<file path="src/rtl/mem_stage_pkg.sv">
// mem_stage_pkg: Y86-64 icodes, stat codes and access decode shared by the memory stage
package mem_stage_pkg;
  localparam logic [3:0] IHALT   = 4'h0;
  localparam logic [3:0] INOP    = 4'h1;
  localparam logic [3:0] IRMMOVQ = 4'h4;
  localparam logic [3:0] IMRMOVQ = 4'h5;
  localparam logic [3:0] IOPQ    = 4'h6;
  localparam logic [3:0] ICALL   = 4'h8;
  localparam logic [3:0] IRET    = 4'h9;
  localparam logic [3:0] IPUSHQ  = 4'hA;
  localparam logic [3:0] IPOPQ   = 4'hB;
  localparam logic [2:0] SAOK    = 3'd1;
  localparam logic [2:0] SHLT    = 3'd2;
  localparam logic [2:0] SADR    = 3'd3;
  localparam logic [2:0] SINS    = 3'd4;
  localparam logic [3:0] RNONE   = 4'hF;
  typedef enum logic {IDLE, ACC} state_e;
  function automatic logic is_rd(input logic [3:0] icode);
    return icode == IMRMOVQ || icode == IPOPQ || icode == IRET;
  endfunction
  function automatic logic is_wr(input logic [3:0] icode);
    return icode == IRMMOVQ || icode == IPUSHQ || icode == ICALL;
  endfunction
endpackage

</file>
<file path="src/rtl/mem_timeout_ctr.sv">
// mem_timeout_ctr: counts bus wait cycles; expired marks the last allowed cycle without ack
module mem_timeout_ctr #(
  parameter int TIMEOUT_CYC = 16
) (
  input  logic clk_i,
  input  logic rst_i,
  input  logic clear,
  input  logic run,
  output logic expired
);
  localparam int W = $clog2(TIMEOUT_CYC + 1);
  logic [W-1:0] cnt_q;
  assign expired = run && cnt_q == W'(TIMEOUT_CYC - 1);
  always_ff @(posedge clk_i or posedge rst_i) begin
    if (rst_i) cnt_q <= '0;
    else cnt_q <= clear ? '0 : run ? cnt_q + 1'b1 : cnt_q;
  end
endmodule

</file>
<file path="src/rtl/mem_stage.sv">
// mem_stage: Y86-64 memory stage over a req/ack data bus; MEM_TIMEOUT_EN adds a bus ack timeout
module mem_stage
  import mem_stage_pkg::*;
#(
  parameter logic [63:0] MEM_BYTES   = 64'h10000,
  parameter int          TIMEOUT_CYC = 16
) (
  input  logic        clk_i,
  input  logic        rst_i,
  input  logic        e_valid_i,
  input  logic [3:0]  e_icode_i,
  input  logic [2:0]  e_stat_i,
  input  logic [63:0] e_valE_i,
  input  logic [63:0] e_valA_i,
  input  logic [3:0]  e_dstE_i,
  input  logic [3:0]  e_dstM_i,
  output logic        m_ready_o,
  output logic        dmem_req_o,
  output logic        dmem_we_o,
  output logic [63:0] dmem_addr_o,
  output logic [63:0] dmem_wdata_o,
  input  logic        dmem_ack_i,
  input  logic [63:0] dmem_rdata_i,
  input  logic        dmem_err_i,
  output logic        w_valid_o,
  output logic [3:0]  w_icode_o,
  output logic [2:0]  w_stat_o,
  output logic [63:0] w_valE_o,
  output logic [63:0] w_valM_o,
  output logic [3:0]  w_dstE_o,
  output logic [3:0]  w_dstM_o,
  output logic        halted_o
);
  state_e      state_q;
  logic        req_q, we_q, w_valid_q, halted_q, m_rd_q;
  logic [63:0] addr_q, wdata_q, w_valE_q, w_valM_q, m_valE_q;
  logic [3:0]  w_icode_q, w_dstE_q, w_dstM_q, m_icode_q, m_dstE_q, m_dstM_q;
  logic [2:0]  w_stat_q, stat_d;
  logic [63:0] addr_d;
  logic        rd, wr, mem, go, timeout;
  assign rd     = is_rd(e_icode_i);
  assign wr     = is_wr(e_icode_i);
  assign mem    = rd | wr;
  assign addr_d = (e_icode_i == IPOPQ || e_icode_i == IRET) ? e_valA_i : e_valE_i;
  assign go     = e_stat_i == SAOK && mem && addr_d <= MEM_BYTES - 64'd8;
  assign stat_d = (e_stat_i == SAOK && mem) ? SADR : e_stat_i;
`ifdef MEM_TIMEOUT_EN
  mem_timeout_ctr #(.TIMEOUT_CYC(TIMEOUT_CYC)) u_timeout (
    .clk_i   (clk_i),
    .rst_i   (rst_i),
    .clear   (state_q != ACC),
    .run     (state_q == ACC && !dmem_ack_i),
    .expired (timeout)
  );
`else
  logic unused_timeout;
  assign unused_timeout = ^TIMEOUT_CYC;
  assign timeout = 1'b0;
`endif
  always_ff @(posedge clk_i or posedge rst_i) begin
    if (rst_i) begin
      state_q   <= IDLE;
      req_q     <= 1'b0;
      we_q      <= 1'b0;
      addr_q    <= '0;
      wdata_q   <= '0;
      w_valid_q <= 1'b0;
      w_icode_q <= INOP;
      w_stat_q  <= SAOK;
      w_valE_q  <= '0;
      w_valM_q  <= '0;
      w_dstE_q  <= RNONE;
      w_dstM_q  <= RNONE;
      halted_q  <= 1'b0;
      m_rd_q    <= 1'b0;
      m_icode_q <= INOP;
      m_valE_q  <= '0;
      m_dstE_q  <= RNONE;
      m_dstM_q  <= RNONE;
    end else begin
      w_valid_q <= 1'b0;
      if (state_q == IDLE) begin
        if (e_valid_i && !halted_q) begin
          if (go) begin
            state_q   <= ACC;
            req_q     <= 1'b1;
            we_q      <= wr;
            addr_q    <= addr_d;
            wdata_q   <= e_valA_i;
            m_rd_q    <= rd;
            m_icode_q <= e_icode_i;
            m_valE_q  <= e_valE_i;
            m_dstE_q  <= e_dstE_i;
            m_dstM_q  <= e_dstM_i;
          end else begin
            w_valid_q <= 1'b1;
            w_icode_q <= e_icode_i;
            w_stat_q  <= stat_d;
            w_valE_q  <= e_valE_i;
            w_valM_q  <= '0;
            w_dstE_q  <= e_dstE_i;
            w_dstM_q  <= e_dstM_i;
            halted_q  <= stat_d != SAOK;
          end
        end
      end else if (dmem_ack_i || timeout) begin
        state_q   <= IDLE;
        req_q     <= 1'b0;
        we_q      <= 1'b0;
        w_valid_q <= 1'b1;
        w_icode_q <= m_icode_q;
        w_stat_q  <= (dmem_ack_i && !dmem_err_i) ? SAOK : SADR;
        w_valE_q  <= m_valE_q;
        w_valM_q  <= (dmem_ack_i && m_rd_q) ? dmem_rdata_i : '0;
        w_dstE_q  <= m_dstE_q;
        w_dstM_q  <= m_dstM_q;
        halted_q  <= !dmem_ack_i || dmem_err_i;
      end
    end
  end
  assign m_ready_o    = state_q == IDLE;
  assign dmem_req_o   = req_q;
  assign dmem_we_o    = we_q;
  assign dmem_addr_o  = addr_q;
  assign dmem_wdata_o = wdata_q;
  assign w_valid_o    = w_valid_q;
  assign w_icode_o    = w_icode_q;
  assign w_stat_o     = w_stat_q;
  assign w_valE_o     = w_valE_q;
  assign w_valM_o     = w_valM_q;
  assign w_dstE_o     = w_dstE_q;
  assign w_dstM_o     = w_dstM_q;
  assign halted_o     = halted_q;
endmodule

</file>
<file path="config.mk">
export PLATFORM = sky130hd
export DESIGN_NAME = mem_stage
export DESIGN_NICKNAME = d
export VERILOG_FILES = /design/src/rtl/mem_stage_pkg.sv /design/src/rtl/mem_timeout_ctr.sv /design/src/rtl/mem_stage.sv
export SDC_FILE = /design/constraint.sdc
export NUM_CORES = 1
export LEC_CHECK = 0
export CAP_MARGIN = 0
export CELL_PAD_IN_SITES_DETAIL_PLACEMENT = 0
export CELL_PAD_IN_SITES_GLOBAL_PLACEMENT = 2
export CORE_ASPECT_RATIO = 0.5
export CORE_MARGIN = 4
export CORE_UTILIZATION = 30
export DETAILED_ROUTE_END_ITERATION = 7
export GPL_TIMING_DRIVEN = 0
export MAX_ROUTING_LAYER = met4
export PLACE_DENSITY_LB_ADDON = 0.1
export SLEW_MARGIN = 0
export SYNTH_ARGS = -nofsm -noshare
export SYNTH_HDL_FRONTEND = slang
export SYNTH_HIERARCHICAL = 1
export SYNTH_SLANG_ARGS = --single-unit
</file>
<file path="constraint.sdc">
create_clock -name clk_i -period 16.24 [get_ports clk_i]
set_clock_uncertainty 0.15 [all_clocks]
set_input_delay 3.248 -clock clk_i [delete_from_list [all_inputs] [get_ports clk_i]]
set_output_delay 3.248 -clock clk_i [all_outputs]
set_load 0.05 [all_outputs]
</file>
After elaboration in Yosys (flattened, before gate mapping)
Index checks and enable logic that the tools add are counted.

word-level totals
  bits in registers = 353
  input bits = 212

cells by class
  magnitude comparators = 1
  equal/unequal tests = 10
  multiplexer cells = 47
  bitwise gates (word level) = 2
  reduce and logical (&&, ||, !) cells = 19

operators with widths
  operator                                                                             count
  64-bit two-way mux                                                                   10
  64-bit by 16-bit less-or-equal comparator with 1-bit output (second input constant)  1
  4-bit two-way mux                                                                    12
  1-bit two-way mux                                                                    19
  4-bit equality test (second input constant)                                          4
  3-bit two-way mux                                                                    5
  3-bit AND reduction                                                                  3
  4-bit by 3-bit equality test with 1-bit output (second input constant)               2
  1-bit logical OR                                                                     6
  1-bit logical AND                                                                    5
  2-bit != test (second input constant)                                                2
  2-bit nonzero test                                                                   2
  3-bit by 1-bit equality test with 1-bit output (second input constant)               1
  1-bit logical NOT                                                                    3
  3-bit by 1-bit != test with 1-bit output (second input constant)                     1
  2-bit two-way mux                                                                    1
  1-bit inverter                                                                       1
  1-bit bitwise OR                                                                     1

Longest topological paths before layout
  depth after elaboration = 10
  depth in mapped cells = 10
  mapped depth without buffers = 7

Worst setup path after synthesis
Ideal clock, no wire load.

  kind = input port to flip-flop
  start point = input port e_stat_i[1]
  end point = register w_valE_q[10], in the netlist w_valE_o[10]
  arrival = 4830 ps
  required time = 15965 ps
  setup slack = 11135 ps
  stages = 9
  buffers on the path = 2
  path through = nor3b_1 > o21ai_0 > a31oi_1 > nand4_2 > a21oi_2 > inv_2 > buf_6 > buf_6 > mux2_4

on the way
  word-level cells in the longest chain between the ends = 5

ends and longest elaborated chain
  item                                            line              RTL
  start: declaration                              mem_stage.sv:12   input logic [2:0] e_stat_i,
  3-bit by 1-bit equality test with 1-bit output  mem_stage.sv:45   assign go = e_stat_i == SAOK && mem && addr_d <= MEM_BYTES - 64'd8;
  1-bit logical AND (2 in a row)                  mem_stage.sv:45
  2-bit != test (no line)                         --
  3-bit AND reduction (no line)                   --
  end signal: assignment                          mem_stage.sv:99   w_valE_q <= e_valE_i;
  end signal: assignment                          mem_stage.sv:113  w_valE_q <= m_valE_q;
  end: declaration                                mem_stage.sv:36   logic [63:0] addr_q, wdata_q, w_valE_q, w_valM_q, m_valE_q;

Every way passes these cells.
A chain may end at the register's enable or synchronous reset.

Worst setup path after layout
  start point = register state_q
  end point = output port m_ready_o

on the way
  word-level cells in the longest chain between the ends = 1

ends and longest elaborated chain
  item                      line              RTL
  start: declaration        mem_stage.sv:34   state_e state_q;
  start signal: assignment  mem_stage.sv:62   state_q <= IDLE;
  start signal: assignment  mem_stage.sv:85   state_q <= ACC;
  start signal: assignment  mem_stage.sv:107  state_q <= IDLE;
  1-bit inverter (no line)  --
  end: declaration          mem_stage.sv:17   output logic m_ready_o,

Every way passes these cells.

==> impl_metrics.toml <==
[worst_setup_path]
slowest_delay_ns = 0.76
worst_ep_required_time_ns = 12.84
critPathLaunchType = "flop"
worstPathMaxFanout = 10
crit_path_frequent_cell = "clkbuf_1"
crit_chain = "clkbuf_1, clkbuf_1, inv_1, clkdlybuf4s50_1"
crit_type = "flop to primary output"
r2r_cells = 7
worstPathArrival_ns = 2.78
end_kind = "primary output"
crit_slowest_cell = "clkdlybuf4s50_1"

[synth]
synth_cell_types = 38
synth-compound-area-share = 0.0544
synth_fa_ha_area_frac = 0
synth.most_common_cell = "dfrtp_1"
synth_flop_cell = "dfrtp_1"
ys_seq_area_frac = 0.624
ys_warn_count = 6
synthCells = 952
synth_top_area_frac = 0.589
synth-edff-count = 0
synth_top_family_by_area = "multiplexers"
synth_largest_area_cell = "dfrtp_1"
synth_area_per_cell_sq_um = 14.9
synth.area.mux_share = 0.247
synth-async-reset-ratio = 1.00
synthSimpleGateAreaFrac = 0.0548
synth.area.top_cells = "dfrtp_1 (59%), mux2_2 (21%), a22o_1 (3.9%)"
synth_nets = 1164
ys_seq_elements = 353
synth_xor_xnor_area_share = 0
synthesis.area_sq_um = 14200
synth_commonest_cells = "dfrtp_1 (334), mux2_2 (271), a22o_1 (64), and2_1 (49), clkbuf_1 (26)"

[timing]
tightest_slew_ns = 0.810
setup_viol = 0
min_period_ns = 6.18
max_slew_margin = 0.460
rsz0062_at_grt = "no"
finalMaxSlewViolations = 0
fmax_mhz = 162
hold_viol_final = 0
min_period_over_period = 0.381

[die]
fp.dieArea_sq_um = 51100
die-width_um = 316
boundaryPins = 488
die_h_um = 162
core_area_sq_um = 46800
rows = 56
start_util = 0.303

[clock_tree]
cts_root_buffer = "clkbuf_16"
hold_buffers = 0
clock_path_buffers = 3
post_cts.repair.setup_buffers = 0
cts_tree = "yes"
clk_pin_slew_ns = 0.06
cts-buffers-inserted = 36
cts_resized = 0
htree_levels = 2
clk-insertion-delay-late_ns = 0.53
clkSinkCount = 353

[routing]
drt_pass1_iterations = 4
antenna_left = 0
vias = 9787
drtIter0Drc = 388
viasPerCell = 4.56
routed_wl_um = 45600
drc_errors = 0
wl_per_cell_um = 21.2

[grt]
antenna_found_initial = 2
grt_use_total = 0.182
grt_pass1_wl_um = 69100
grt_max_degree = 114
grt_overflow = 0
grt_pass1_vias = 10933

[final_layout]
final_layout_size_suffix_gt1_frac = 0.268
fill_cells = 4334
stdcell_area_sq_um = 21200
syn2layout_area_growth_pct = 49.6
fin_nets = 1692

[power]
power_w = 0.00226
powerDensity_nw_per_um2 = 106
ir_worst_vdd_uv = 52.4
leakagePower_nw = 9.51

[status]
outcome = "completed"

[worst_hold_path]
hold_depth = 1
holdCritPathClass = "flop to flop"

[placement]
placed_area_sq_um = 20000
io_buffers = 487
gp_congestion = 0.811
dp_hpwl_um = 34500

[run]
cap_violations = 0
==> path summary, 6_finish.rpt <==
path | endpoint | start | slack (ns)
min | m_rd_q$_DFFE_PP0P_ | m_rd_q$_DFFE_PP0P_ | 0.33
min reg2reg | m_rd_q$_DFFE_PP0P_ | m_rd_q$_DFFE_PP0P_ | 0.33
max | m_ready_o | state_q$_DFF_PP0_ | 10.06
min in group asynchronous | w_valM_o[49]$_DFFE_PP0P_ | rst_i | 2.95
max reg2reg | dmem_wdata_o[0]$_DFFE_PP0P_ | state_q$_DFF_PP0_ | 13.52
max in group asynchronous | dmem_addr_o[41]$_DFFE_PP0P_ | rst_i | 11.63
==> critical path, delay by kind of cell, from the launching register on <==
family,cells,cell delay (ns)
flip-flops,1,0.34
buffers and inverters,4,1.92
==> logic make-up after synthesis <==
family                 count (synthesis)
muxes                                307
AOI/OAI and AO/OA                     97
and+or+nand+nor                      135
buffers and inverters                 60
DFF                                  353
==> sequential cells by signal (all words and copies together) (netlist names) <==
signal,cells
w_valid_o,1
m_icode_q,4
w_dstM_o,4
halted_o,1
dmem_wdata_o,64
state_q,1
dmem_req_o,1
dmem_addr_o,64
w_stat_o,3
m_dstM_q,4
w_icode_o,4
w_dstE_o,4
w_valM_o,64
m_valE_q,64
w_valE_o,64
m_dstE_q,4
dmem_we_o,1
m_rd_q,1
==> placed cells by master, fill, tap and decap left out, types with 2 or more instances in the layout <==
master,count
nand4_1,8
buf_6,4
dfstp_2,19
o22ai_2,2
clkdlybuf4s50_1,487
mux2_2,271
a21o_1,3
nand4_2,2
nor2b_1,3
buf_1,8
nand4b_1,2
and2_1,49
clkinv_2,3
clkinvlp_4,2
dfrtp_1,334
diode_2,2
clkbuf_1,33
bufinv_16,5
nor2_1,10
and3_1,2
clkbuf_8,10
mux2i_1,16
a21oi_1,2
nand2_1,24
buf_16,3
buf_2,19
a22o_1,64
o21ai_0,19
nand3_1,5
clkbuf_16,37
mux2_4,20
nor4_1,24
a31oi_1,2
==> stage by stage <==
step | hold slack (ns) | setup TNS (ns) | worst slack, ns | utilization | std cells
after CTS | 0.329 | 0 | 9.95 | 0.454 | 2144
after global routing | 0.351 | 0 | 9.89 | 0.454 | 2146
after floorplan | 0.292 | 0 | 3.08 | - | 952
after detailed placement | 0.315 | 0 | 9.48 | 0.426 | 2080
after global placement | 0.307 | -520.72 | -1.62 | 0.425 | 2077
final | 0.330 | 0 | 10.06 | 0.454 | 2146
==> area by class of cell <==
type | instances | area [sq um] | area share
buffer | 57 | 268 | 0.0126
sequential | 353 | 8860 | 0.417
antenna | 2 | 5.00 | 0.000236
tap | 638 | 798 | 0.0376
multi-input combinational | 539 | 5060 | 0.238
clock inverter | 10 | 180 | 0.00848
timing repair buffer | 490 | 4960 | 0.233
clock buffer | 54 | 1090 | 0.0513
inverter | 3 | 18.8 | 0.000884
==> where the power goes <==
part | switching [W] | internal [W] | total (W)
registers | 0.0000238 | 0.000927 | 0.000951
logic | 0.000243 | 0.000165 | 0.000408
clock network | 0.000359 | 0.000544 | 0.000902
total | 0.000625 | 0.00164 | 0.00226
==> per-layer routing <==
metal / global-route usage / wire (um) / up-vias / share of wire
met1: 0.206 / 17700 / 5036 / 0.39
met3: 0.0353 / 2020 / 63 / 0.044
met4: 0.0443 / 1030 / 0 / 0.023
met5: - / 0 / - / 0
li1: - / - / 4503 / -
met2: 0.332 / 24800 / 185 / 0.54
Power figures use the tool's default switching activity.
